**src/rtl/capture_rect_if.sv**
```systemverilog
// ---------------------------------------------------------------------------
// vga_if -- pixel stream bundle shared by the capture_rect input and output.
//
// Signals
//   hcount [11:0]  current pixel column
//   vcount [11:0]  current pixel row
//   hsync, vsync   sync pulses
//   hblnk, vblnk   blanking flags (1 = pixel not visible)
//   rgb    [11:0]  pixel colour
//
// Modports
//   in   consumer view (all signals are inputs)
//   out  producer view (all signals are outputs)
// ---------------------------------------------------------------------------
interface vga_if;
  logic [11:0] hcount;
  logic [11:0] vcount;
  logic        hsync;
  logic        vsync;
  logic        hblnk;
  logic        vblnk;
  logic [11:0] rgb;

  modport in  (input  hcount, vcount, hsync, vsync, hblnk, vblnk, rgb);
  modport out (output hcount, vcount, hsync, vsync, hblnk, vblnk, rgb);
endinterface

```
**src/rtl/capture_rect.sv**
```systemverilog
// ---------------------------------------------------------------------------
// capture_rect -- grabs one W x H rectangle of pixels out of a VGA stream and
// emits it as a sequence of memory writes, while passing the stream through
// with one clock of delay.
//
// A start pulse (accepted only when idle) latches the window origin (x, y).
// The block then waits for the top-left pixel of the next frame, captures
// every visible pixel inside the window during that frame, and pulses done
// when the bottom-right window pixel has been written or when the frame ends
// first (truncated = 1).
//
// Parameters
//   W  window width in pixels  (1..64)
//   H  window height in pixels (1..64)
//
// Ports
//   clk        pixel clock, rising edge
//   rst_n      asynchronous active-low reset
//   start      one-cycle capture request
//   x, y       window left column / top row, sampled on an accepted start
//   vga_in     incoming pixel stream
//   vga_out    the same stream, registered once
//   wr_en      write strobe, aligned with vga_out
//   wr_addr    {row[5:0], col[5:0]} inside the window; 0 when wr_en = 0
//   wr_data    pixel colour; 0 when wr_en = 0
//   busy       waiting for a frame or capturing
//   done       one-cycle end-of-capture pulse
//   truncated  last capture ended at frame end; held until the next start
// ---------------------------------------------------------------------------
module capture_rect #(
  parameter int W = 48,
  parameter int H = 64
) (
  input  logic        clk,
  input  logic        rst_n,
  input  logic        start,
  input  logic [11:0] x,
  input  logic [11:0] y,
  vga_if.in           vga_in,
  vga_if.out          vga_out,
  output logic        wr_en,
  output logic [11:0] wr_addr,
  output logic [11:0] wr_data,
  output logic        busy,
  output logic        done,
  output logic        truncated
);

  typedef enum logic [1:0] {
    S_IDLE    = 2'd0,
    S_ARMED   = 2'd1,
    S_CAPTURE = 2'd2,
    S_DONE    = 2'd3
  } state_t;

  // Window bounds are evaluated with one extra bit so x_l + W and y_l + H
  // cannot wrap around the 12-bit coordinate space.
  localparam logic [12:0] W13 = 13'(W);
  localparam logic [12:0] H13 = 13'(H);

  state_t      r_state;
  state_t      w_state_nxt;

  logic [11:0] r_x_l;
  logic [11:0] r_y_l;
  logic        r_truncated;

  logic        r_wr_en;
  logic [11:0] r_wr_addr;
  logic [11:0] r_wr_data;

  logic [11:0] r_hcount;
  logic [11:0] r_vcount;
  logic        r_hsync;
  logic        r_vsync;
  logic        r_hblnk;
  logic        r_vblnk;
  logic [11:0] r_rgb;

  logic [12:0] w_hc;
  logic [12:0] w_vc;
  logic [12:0] w_x_lo;
  logic [12:0] w_y_lo;
  logic [12:0] w_x_hi;
  logic [12:0] w_y_hi;
  logic        w_in_win;
  logic        w_at_origin;
  logic        w_eval;
  logic        w_accept;
  logic        w_last_px;
  logic        w_latch;
  logic        w_trunc_set;
  logic [5:0]  w_row;
  logic [5:0]  w_col;

  // -------------------------------------------------------------------------
  // Window geometry
  // -------------------------------------------------------------------------
  assign w_hc   = {1'b0, vga_in.hcount};
  assign w_vc   = {1'b0, vga_in.vcount};
  assign w_x_lo = {1'b0, r_x_l};
  assign w_y_lo = {1'b0, r_y_l};
  assign w_x_hi = w_x_lo + W13;
  assign w_y_hi = w_y_lo + H13;

  assign w_in_win = !vga_in.hblnk && !vga_in.vblnk &&
                    (w_hc >= w_x_lo) && (w_hc < w_x_hi) &&
                    (w_vc >= w_y_lo) && (w_vc < w_y_hi);

  assign w_last_px = (w_hc == w_x_hi - 13'd1) && (w_vc == w_y_hi - 13'd1);

  assign w_at_origin = (vga_in.hcount == 12'd0) && (vga_in.vcount == 12'd0);

  // The frame-origin pixel that releases ARMED is itself a capture candidate,
  // so evaluation covers that cycle as well as the whole CAPTURE state.
  assign w_eval   = (r_state == S_CAPTURE) || ((r_state == S_ARMED) && w_at_origin);
  assign w_accept = w_eval && w_in_win;

  assign w_row = 6'(w_vc - w_y_lo);
  assign w_col = 6'(w_hc - w_x_lo);

  // -------------------------------------------------------------------------
  // FSM: next state and control strobes
  // -------------------------------------------------------------------------
  // NOTE: every signal assigned in this block gets a default first; a path
  // that skips an assignment would otherwise infer a latch.
  always_comb begin
    w_state_nxt = r_state;
    w_latch     = 1'b0;
    w_trunc_set = 1'b0;
    unique case (r_state)
      S_IDLE: begin
        if (start) begin
          w_latch     = 1'b1;
          w_state_nxt = S_ARMED;
        end
      end
      S_ARMED: begin
        if (w_at_origin) begin
          // A window whose last pixel is the origin finishes immediately.
          if (w_accept && w_last_px) begin
            w_state_nxt = S_DONE;
          end else begin
            w_state_nxt = S_CAPTURE;
          end
        end
      end
      S_CAPTURE: begin
        if (w_accept && w_last_px) begin
          w_state_nxt = S_DONE;
        end else if (vga_in.vblnk) begin
          // Capture began on a visible origin pixel, so the first vblnk seen
          // here is the rising edge that ends the frame.
          w_state_nxt = S_DONE;
          w_trunc_set = 1'b1;
        end
      end
      S_DONE: begin
        w_state_nxt = S_IDLE;
      end
      default: begin
        w_state_nxt = S_IDLE;
      end
    endcase
  end

  // -------------------------------------------------------------------------
  // FSM state, latched window origin and truncation flag
  // -------------------------------------------------------------------------
  // NOTE: sequential state uses non-blocking assignments so every register
  // samples the pre-edge values regardless of block evaluation order.
  always_ff @(posedge clk or negedge rst_n) begin
    if (!rst_n) begin
      r_state     <= S_IDLE;
      r_x_l       <= '0;
      r_y_l       <= '0;
      r_truncated <= 1'b0;
    end else begin
      r_state <= w_state_nxt;
      if (w_latch) begin
        r_x_l       <= x;
        r_y_l       <= y;
        r_truncated <= 1'b0;
      end else if (w_trunc_set) begin
        r_truncated <= 1'b1;
      end
    end
  end

  // -------------------------------------------------------------------------
  // Write port: one clock after the accepted pixel, zeroed when idle
  // -------------------------------------------------------------------------
  always_ff @(posedge clk or negedge rst_n) begin
    if (!rst_n) begin
      r_wr_en   <= 1'b0;
      r_wr_addr <= '0;
      r_wr_data <= '0;
    end else begin
      r_wr_en   <= w_accept;
      r_wr_addr <= w_accept ? {w_row, w_col} : 12'd0;
      r_wr_data <= w_accept ? vga_in.rgb : 12'd0;
    end
  end

  // -------------------------------------------------------------------------
  // Stream pass-through, independent of the FSM
  // -------------------------------------------------------------------------
  always_ff @(posedge clk or negedge rst_n) begin
    if (!rst_n) begin
      r_hcount <= '0;
      r_vcount <= '0;
      r_hsync  <= 1'b0;
      r_vsync  <= 1'b0;
      r_hblnk  <= 1'b0;
      r_vblnk  <= 1'b0;
      r_rgb    <= '0;
    end else begin
      r_hcount <= vga_in.hcount;
      r_vcount <= vga_in.vcount;
      r_hsync  <= vga_in.hsync;
      r_vsync  <= vga_in.vsync;
      r_hblnk  <= vga_in.hblnk;
      r_vblnk  <= vga_in.vblnk;
      r_rgb    <= vga_in.rgb;
    end
  end

  // -------------------------------------------------------------------------
  // Outputs
  // -------------------------------------------------------------------------
  assign vga_out.hcount = r_hcount;
  assign vga_out.vcount = r_vcount;
  assign vga_out.hsync  = r_hsync;
  assign vga_out.vsync  = r_vsync;
  assign vga_out.hblnk  = r_hblnk;
  assign vga_out.vblnk  = r_vblnk;
  assign vga_out.rgb    = r_rgb;

  assign wr_en     = r_wr_en;
  assign wr_addr   = r_wr_addr;
  assign wr_data   = r_wr_data;
  assign busy      = (r_state == S_ARMED) || (r_state == S_CAPTURE);
  assign done      = (r_state == S_DONE);
  assign truncated = r_truncated;

endmodule

```
**src/flat_wrapper.sv**
```systemverilog
// flat-port wrapper written by rule: the top's interface ports become plain ports
module capture_rect_flat 
#(
  parameter int W = 48,
  parameter int H = 64
)
  (clk, rst_n, start, x, y, wr_en, wr_addr, wr_data, busy, done, truncated, vga_in_hcount, vga_in_vcount, vga_in_hsync, vga_in_vsync, vga_in_hblnk, vga_in_vblnk, vga_in_rgb, vga_out_hcount, vga_out_vcount, vga_out_hsync, vga_out_vsync, vga_out_hblnk, vga_out_vblnk, vga_out_rgb);
  vga_if vga_in_i ();
  vga_if vga_out_i ();
  input  logic clk;
  input  logic rst_n;
  input  logic start;
  input  logic [11:0] x;
  input  logic [11:0] y;
  output logic wr_en;
  output logic [11:0] wr_addr;
  output logic [11:0] wr_data;
  output logic busy;
  output logic done;
  output logic truncated;
  input wire logic [$bits(vga_in_i.hcount)-1:0] vga_in_hcount;
  input wire logic [$bits(vga_in_i.vcount)-1:0] vga_in_vcount;
  input wire logic [$bits(vga_in_i.hsync)-1:0] vga_in_hsync;
  input wire logic [$bits(vga_in_i.vsync)-1:0] vga_in_vsync;
  input wire logic [$bits(vga_in_i.hblnk)-1:0] vga_in_hblnk;
  input wire logic [$bits(vga_in_i.vblnk)-1:0] vga_in_vblnk;
  input wire logic [$bits(vga_in_i.rgb)-1:0] vga_in_rgb;
  output wire logic [$bits(vga_out_i.hcount)-1:0] vga_out_hcount;
  output wire logic [$bits(vga_out_i.vcount)-1:0] vga_out_vcount;
  output wire logic [$bits(vga_out_i.hsync)-1:0] vga_out_hsync;
  output wire logic [$bits(vga_out_i.vsync)-1:0] vga_out_vsync;
  output wire logic [$bits(vga_out_i.hblnk)-1:0] vga_out_hblnk;
  output wire logic [$bits(vga_out_i.vblnk)-1:0] vga_out_vblnk;
  output wire logic [$bits(vga_out_i.rgb)-1:0] vga_out_rgb;
  assign vga_in_i.hcount = vga_in_hcount;
  assign vga_in_i.vcount = vga_in_vcount;
  assign vga_in_i.hsync = vga_in_hsync;
  assign vga_in_i.vsync = vga_in_vsync;
  assign vga_in_i.hblnk = vga_in_hblnk;
  assign vga_in_i.vblnk = vga_in_vblnk;
  assign vga_in_i.rgb = vga_in_rgb;
  assign vga_out_hcount = vga_out_i.hcount;
  assign vga_out_vcount = vga_out_i.vcount;
  assign vga_out_hsync = vga_out_i.hsync;
  assign vga_out_vsync = vga_out_i.vsync;
  assign vga_out_hblnk = vga_out_i.hblnk;
  assign vga_out_vblnk = vga_out_i.vblnk;
  assign vga_out_rgb = vga_out_i.rgb;
  capture_rect #(.W(W), .H(H)) u_core (.clk(clk), .rst_n(rst_n), .start(start), .x(x), .y(y), .vga_in(vga_in_i), .vga_out(vga_out_i), .wr_en(wr_en), .wr_addr(wr_addr), .wr_data(wr_data), .busy(busy), .done(done), .truncated(truncated));
endmodule
```
**config.mk**
```make
export PLATFORM = sky130hd
export DESIGN_NAME = capture_rect_flat
export DESIGN_NICKNAME = d
export VERILOG_FILES = /design/src/rtl/capture_rect_if.sv /design/src/rtl/capture_rect.sv /design/src/flat_wrapper.sv
export SDC_FILE = /design/constraint.sdc
export NUM_CORES = 1
export LEC_CHECK = 0
export ABC_AREA = 1
export ABC_CLOCK_PERIOD_IN_PS = 2600
export CAP_MARGIN = 20
export CORE_ASPECT_RATIO = 0.75
export CORE_UTILIZATION = 40
export CTS_CLUSTER_SIZE = 8
export DETAILED_ROUTE_END_ITERATION = 7
export PLACE_DENSITY_LB_ADDON = 0.25
export SYNTH_ARGS = -nofsm -noshare
export SYNTH_HDL_FRONTEND = slang
export SYNTH_SLANG_ARGS = --single-unit
```
**constraint.sdc**
```tcl
create_clock -name clk -period 2.6 [get_ports clk]
set_input_delay 0.52 -clock clk [delete_from_list [all_inputs] [get_ports clk]]
set_output_delay 0.52 -clock clk [all_outputs]
set_load 0.03 [all_outputs]
```
# Yosys cells after proc, flatten, opt, wreduce, memory -nomap -nowiden
# Index checks and enable logic that the tools add are counted.
# word_totals
out_inout_bits	68
regBits	92
elab_cells	66
# classes
order_cmp	4
add_sub_neg	6
mux	15
eq_ne	8
n_reduce_logical	19
# op_table
cell	n
$eq A12 B13 Y1	2
$lt A12 B13 Y1	2
$sub A13 B1 Y13 const B	2
$ge A12 B12 Y1	2
$logic_not A12 Y1	2
$mux W12	2
$add A12 B6 Y13 const B	1
$add A12 B7 Y13 const B	1
$sub A6 B6 Y6	2
$logic_and A1 B1 Y1	10
$mux W1	8
$mux W2	4
$pmux W2 S4	1
$eq A2 B2 Y1 const B	2
$ne A3 B3 Y1 const B	1
$reduce_and A3 Y1	1
$eq A2 B1 Y1 const B	1
$logic_not A1 Y1	2
$logic_not A2 Y1	1
$logic_or A1 B1 Y1	2
$ne A2 B1 Y1 const B	1
$ne A2 B2 Y1 const B	1
$reduce_bool A2 Y1	1

# Depth between registers and ports, before layout
# logic_depth
depth_word	12
depth_mapped	21

# Least setup slack after synthesis
# Ideal clock, no wire load.
# synth_timing
kind	reg2reg
from	register u_core.r_x_l[4]
to	register u_core.r_state[0]
path_stages_with_launch	20
t_required_ns	2.479
setup_slack_ns	0.146
setup_time_ns	0.121
t_arrival_ns	2.333
synth_period_minus_slack_ns	2.454
path_cell_list	dfrtp_1 inv_2 ha_1 inv_1 nand4_1 nand2_1 inv_1 ha_1 nand3_1 nor2_1 nor2_1 nand2_1 nor2_1 nand3_1 nor2_4 nand3_1 nand2_2 nand3_1 nand2_1 nand2_1
# synth_via
elab_chain_cells	10
# synth_lines
element	line_no	rtl
start: declaration	capture_rect.sv:64	logic [11:0] r_x_l;
start signal: assignment	capture_rect.sv:175	r_x_l <= '0;
start signal: assignment	capture_rect.sv:181	r_x_l <= x;
$add A12 B6 Y13 or $ge A12 B12 Y1 (tied branches)	capture_rect.sv:103, capture_rect.sv:107	
$lt A12 B13 Y1 or $logic_and A1 B1 Y1 (tied branches)	capture_rect.sv:107, capture_rect.sv:106	
$logic_and A1 B1 Y1 * (2 in a row)	capture_rect.sv:107	(w_hc >= w_x_lo) && (w_hc < w_x_hi) &&
$logic_and A1 B1 Y1 *	capture_rect.sv:108	(w_vc >= w_y_lo) && (w_vc < w_y_hi);
$logic_and A1 B1 Y1 *	capture_rect.sv:117	assign w_accept = w_eval && w_in_win;
named net u_core.w_accept	capture_rect.sv:89	logic w_accept;
$logic_and A1 B1 Y1 *	capture_rect.sv:141, capture_rect.sv:149	
$mux W1	capture_rect.sv:141	if (w_accept && w_last_px) begin
$mux W2	capture_rect.sv:139	if (w_at_origin) begin
$pmux W2 S4	capture_rect.sv:131	unique case (r_state)
end signal: assignment	capture_rect.sv:179	r_state <= w_state_nxt;
end: declaration	capture_rect.sv:61	state_t r_state;
# The timed path passes the listed nets; every way through them passes the cells marked *. The select of a mux whose other input is x is not followed.
# A chain may end at the register's enable or synchronous reset.

# Worst setup path after layout
# layout_timing
from	register u_core.r_x_l[4]
to	register u_core.r_state[1]
# layout_via
elab_chain_cells	9
# layout_lines
element	line_no	rtl
branches (longest 6 deep; another with $add A12 B6 Y13)	-	
$logic_and A1 B1 Y1 *	capture_rect.sv:149	if (w_accept && w_last_px) begin
$mux W2 or $ne A3 B3 Y1 (tied branches)	-	
$pmux W2 S4 or $reduce_and A3 Y1 (tied branches)	-	
# Every way passes the cells marked *.

==> flow_summary.ini <==
[synthesis]
ys_seq_area_frac = 0.429
synth_cell_types = 30
ys.flop_type = dfrtp_1
syn_nets = 794
syn_inst = 676
synth_edf_count = 0
syn-cell-area_um2 = 5370
yosysTopAreaCell = dfrtp_1
synthTopCellsByArea = dfrtp_1, ha_1, nand2_1
avgSynthCellArea_um2 = 7.94
ys_ff_latch = 92
synth_most_common_cell = nand2_1
async_flop_share = 1.00
yosys_warnings = 0
synth_top_area_share = 0.429
synth_common_cells = nand2_1, nor2_1, inv_1

[final_layout]
syn2layout_area_growth_pct = 49.2
nets = 1007
fin_util = 0.615
diodes = 0
layout-drive-gt1-share = 0.177
nFillCells = 1100

[setup_path]
timing.rr.start = u_core.r_x_l[4]
start_kind = register
worstPathCellList = inv_2 -> ha_4 -> buf_4 -> nor2_4 -> nand2_2 -> nand2_2 -> buf_4 -> nand3_4 -> nor2_2 -> nand2_1 -> nand2_1 -> nand2_1 -> nor2_2 -> nand2_1 -> nor2_1 -> nand3_2 -> nand2_2 -> nand2_1 -> nand2_1 -> nand2_1
r2r_end = u_core.r_state[1]
cp_slowest_stage_delay_ns = 0.41
crit_slowest_cell = dfrtp_1
rr_worst_depth = 20
critPathRequiredTime_ns = 2.85
cp_max_fo = 4
path_delay_family = simple AND/OR/NAND/NOR gates
cp_num_buf_inv = 3
path_class = reg2reg
cp.arrival_ns = 2.78
rrSetupSlack_ns = 0.07
cp_common_cell = nand2_1
end_kind = register

[timing]
final.min_clock_period_ns = 2.53
hold_viol_final = 0
relSlewSlack = 0.591
slew_violations = 0
hold_ws_ns = 0.173
final.setup_skew_ns = 0.0102
worst_pin_slew_ns = 0.614
fmax_mhz = 395
setup_viol = 0
fin_crit_sh = 0.975

[clock_tree]
cts_buffer_depth = 2
ctsHoldBuffers = 0
insertion_delay_ns = 0.36
clock_sinks = 92
numCtsBuffers = 9
cts_root_buf = clkbuf_16
htree_num_levels = 3
cts_tree = done
path_clk_slew_ns = 0.07

[die]
fp.dieArea_um2 = 13900
ios = 135
die_x_um = 136
core_um2 = 13000
die_y_um = 102
row_count = 36
start_util = 0.412

[place]
place_congestion = 0.888
port_buffers = 134
hpwl_um = 11400

[power]
p_sw_w = 0.00339
p_comb_frac = 0.574
p_seq_frac = 0.243
power_density_nw_per_um2 = 979
irDropWorstVdd_mv = 0.516
power_w = 0.00784
swShare = 0.433
p_leak_nw = 3.99
p_int_w = 0.00445
clkPwrFrac = 0.183

[grt]
grt_overflow = 0
grt_usage = 0.221
antenna_found_initial = 0
grt_first_pass_wirelength_um = 23400
grt_pass1_vias = 4939
grt_max_degree = 47

[drt]
drtIter0Drc = 243
routed_wl_um = 15100
postRouteAntennaNets = 0
routed_via_density = 4.88
vias = 5202
drtPass1Iterations = 5
wl_per_cell_um = 14.1
drc = 0

[job]
drv_cap = 0

[worst_hold_path]
hold_path.class = in2async

[run_status]
outcome = finished clean
## cell families (layout without fill, tap and decap cells)
kind of cell | Yosys count | in the layout | share of synthesized area
AOI/OAI and AO/OA | 66 | 66 | 0.0657
xor gates and xnor gates | 16 | 16 | 0.0261
adders and majority gates | 51 | 51 | 0.122
buffers and inverters | 104 | 322 | 0.0732
DFF | 92 | 92 | 0.429
and+or+nand+nor | 347 | 347 | 0.285
## sequential cells by signal, indices dropped and copies added, names as in the netlist
register	cells
u_core.wr_addr	12
u_core.vga_out.hcount	12
u_core.vga_out.vcount	12
u_core.r_y_l	12
u_core.wr_data	12
u_core.vga_out.hsync	1
u_core.vga_out.vsync	1
u_core.r_x_l	12
u_core.vga_out.hblnk	1
u_core.r_state	2
u_core.truncated	1
u_core.vga_out.vblnk	1
u_core.wr_en	1
u_core.vga_out.rgb	12
## power by group through the flow
stage	clock network, W	logic, W	registers (W)
finish	0.00144	0.00450	0.00190
global placement	0	0.00394	0.00190
detailed placement	0	0.00405	0.00191
global route	0.00152	0.00503	0.00193
CTS	0.00147	0.00409	0.00189
floorplan	0	0.00254	0.00196
## cells in the final DEF (no fill, tap or decap), drive strengths merged
master	instances
nor2	106
clkdlybuf4s50	132
nand3b	3
a21o	1
clkinvlp	1
o21ai	11
o21a	3
nand2	155
clkbuf	9
xor2	9
dlymetal6s2s	1
clkinv	3
buf	76
dfrtp	92
ha	49
o31ai	1
nand3	62
a22oi	1
nand4	17
fa	2
o21bai	2
bufinv	2
nor3	2
o211ai	1
a21oi	46
xnor2	7
inv	98
nor3b	2
## layer usage
metal  up-vias  wire length (µm)  track usage  share of wire
li1       2588                 -            -              -
met1      2445              6950        0.283           0.46
met2       151              7170        0.372           0.48
met3        18               715       0.0491          0.047
met4         0               216       0.0691          0.014
met5         -                 0            0              0
## worst max path at each step
stage,slack [ns],cells past startpoint,start,to
3_5_place_dp,-0.21,14,vga_in_hcount[0],u_core.wr_addr[2]
5_1_grt,-0.08,20,u_core.r_x_l[4],u_core.r_state[0]
4_1_cts,0.008,16,u_core.r_x_l[6],u_core.wr_addr[2]
2_1_floorplan,0.15,19,u_core.r_x_l[4],u_core.r_state[0]
3_3_place_gp,-0.19,16,vga_in_hcount[0],u_core.r_state[0]
6_report,0.07,20,u_core.r_x_l[4],u_core.r_state[1]
## metrics by stage
step | std cells | cell area [µm²] | setup slack, ns | setup TNS, ns
after floorplan | 676 | 5370 | 0.146 | 0
after global placement | 1041 | 7420 | -0.189 | -3.56
after detailed placement | 1041 | 7420 | -0.210 | -4.34
after CTS | 1058 | 7750 | 0.00800 | 0
after global routing | 1065 | 8010 | -0.0838 | -0.145
final | 1065 | 8010 | 0.0654 | 0
## timing repair
action,4_1_cts,5_1_grt
buffers inserted,1,7
pin swaps,1,17
cloned,0,0
resized for setup,2,50
setup endpoints to repair,3,26
## final cells by class
| cell class | count | area [µm²] | area share |
|---|---|---|---|
| clock buffer | 9 | 225 | 0.0281 |
| timing repair buffer | 209 | 1930 | 0.241 |
| tap | 171 | 214 | 0.0267 |
| sequential | 92 | 2310 | 0.288 |
| inverter | 97 | 364 | 0.0454 |
| clock inverter | 7 | 98.8 | 0.0123 |
| multi-input combinational | 480 | 2870 | 0.359 |
No activity file was read; power rests on OpenSTA's default activity.
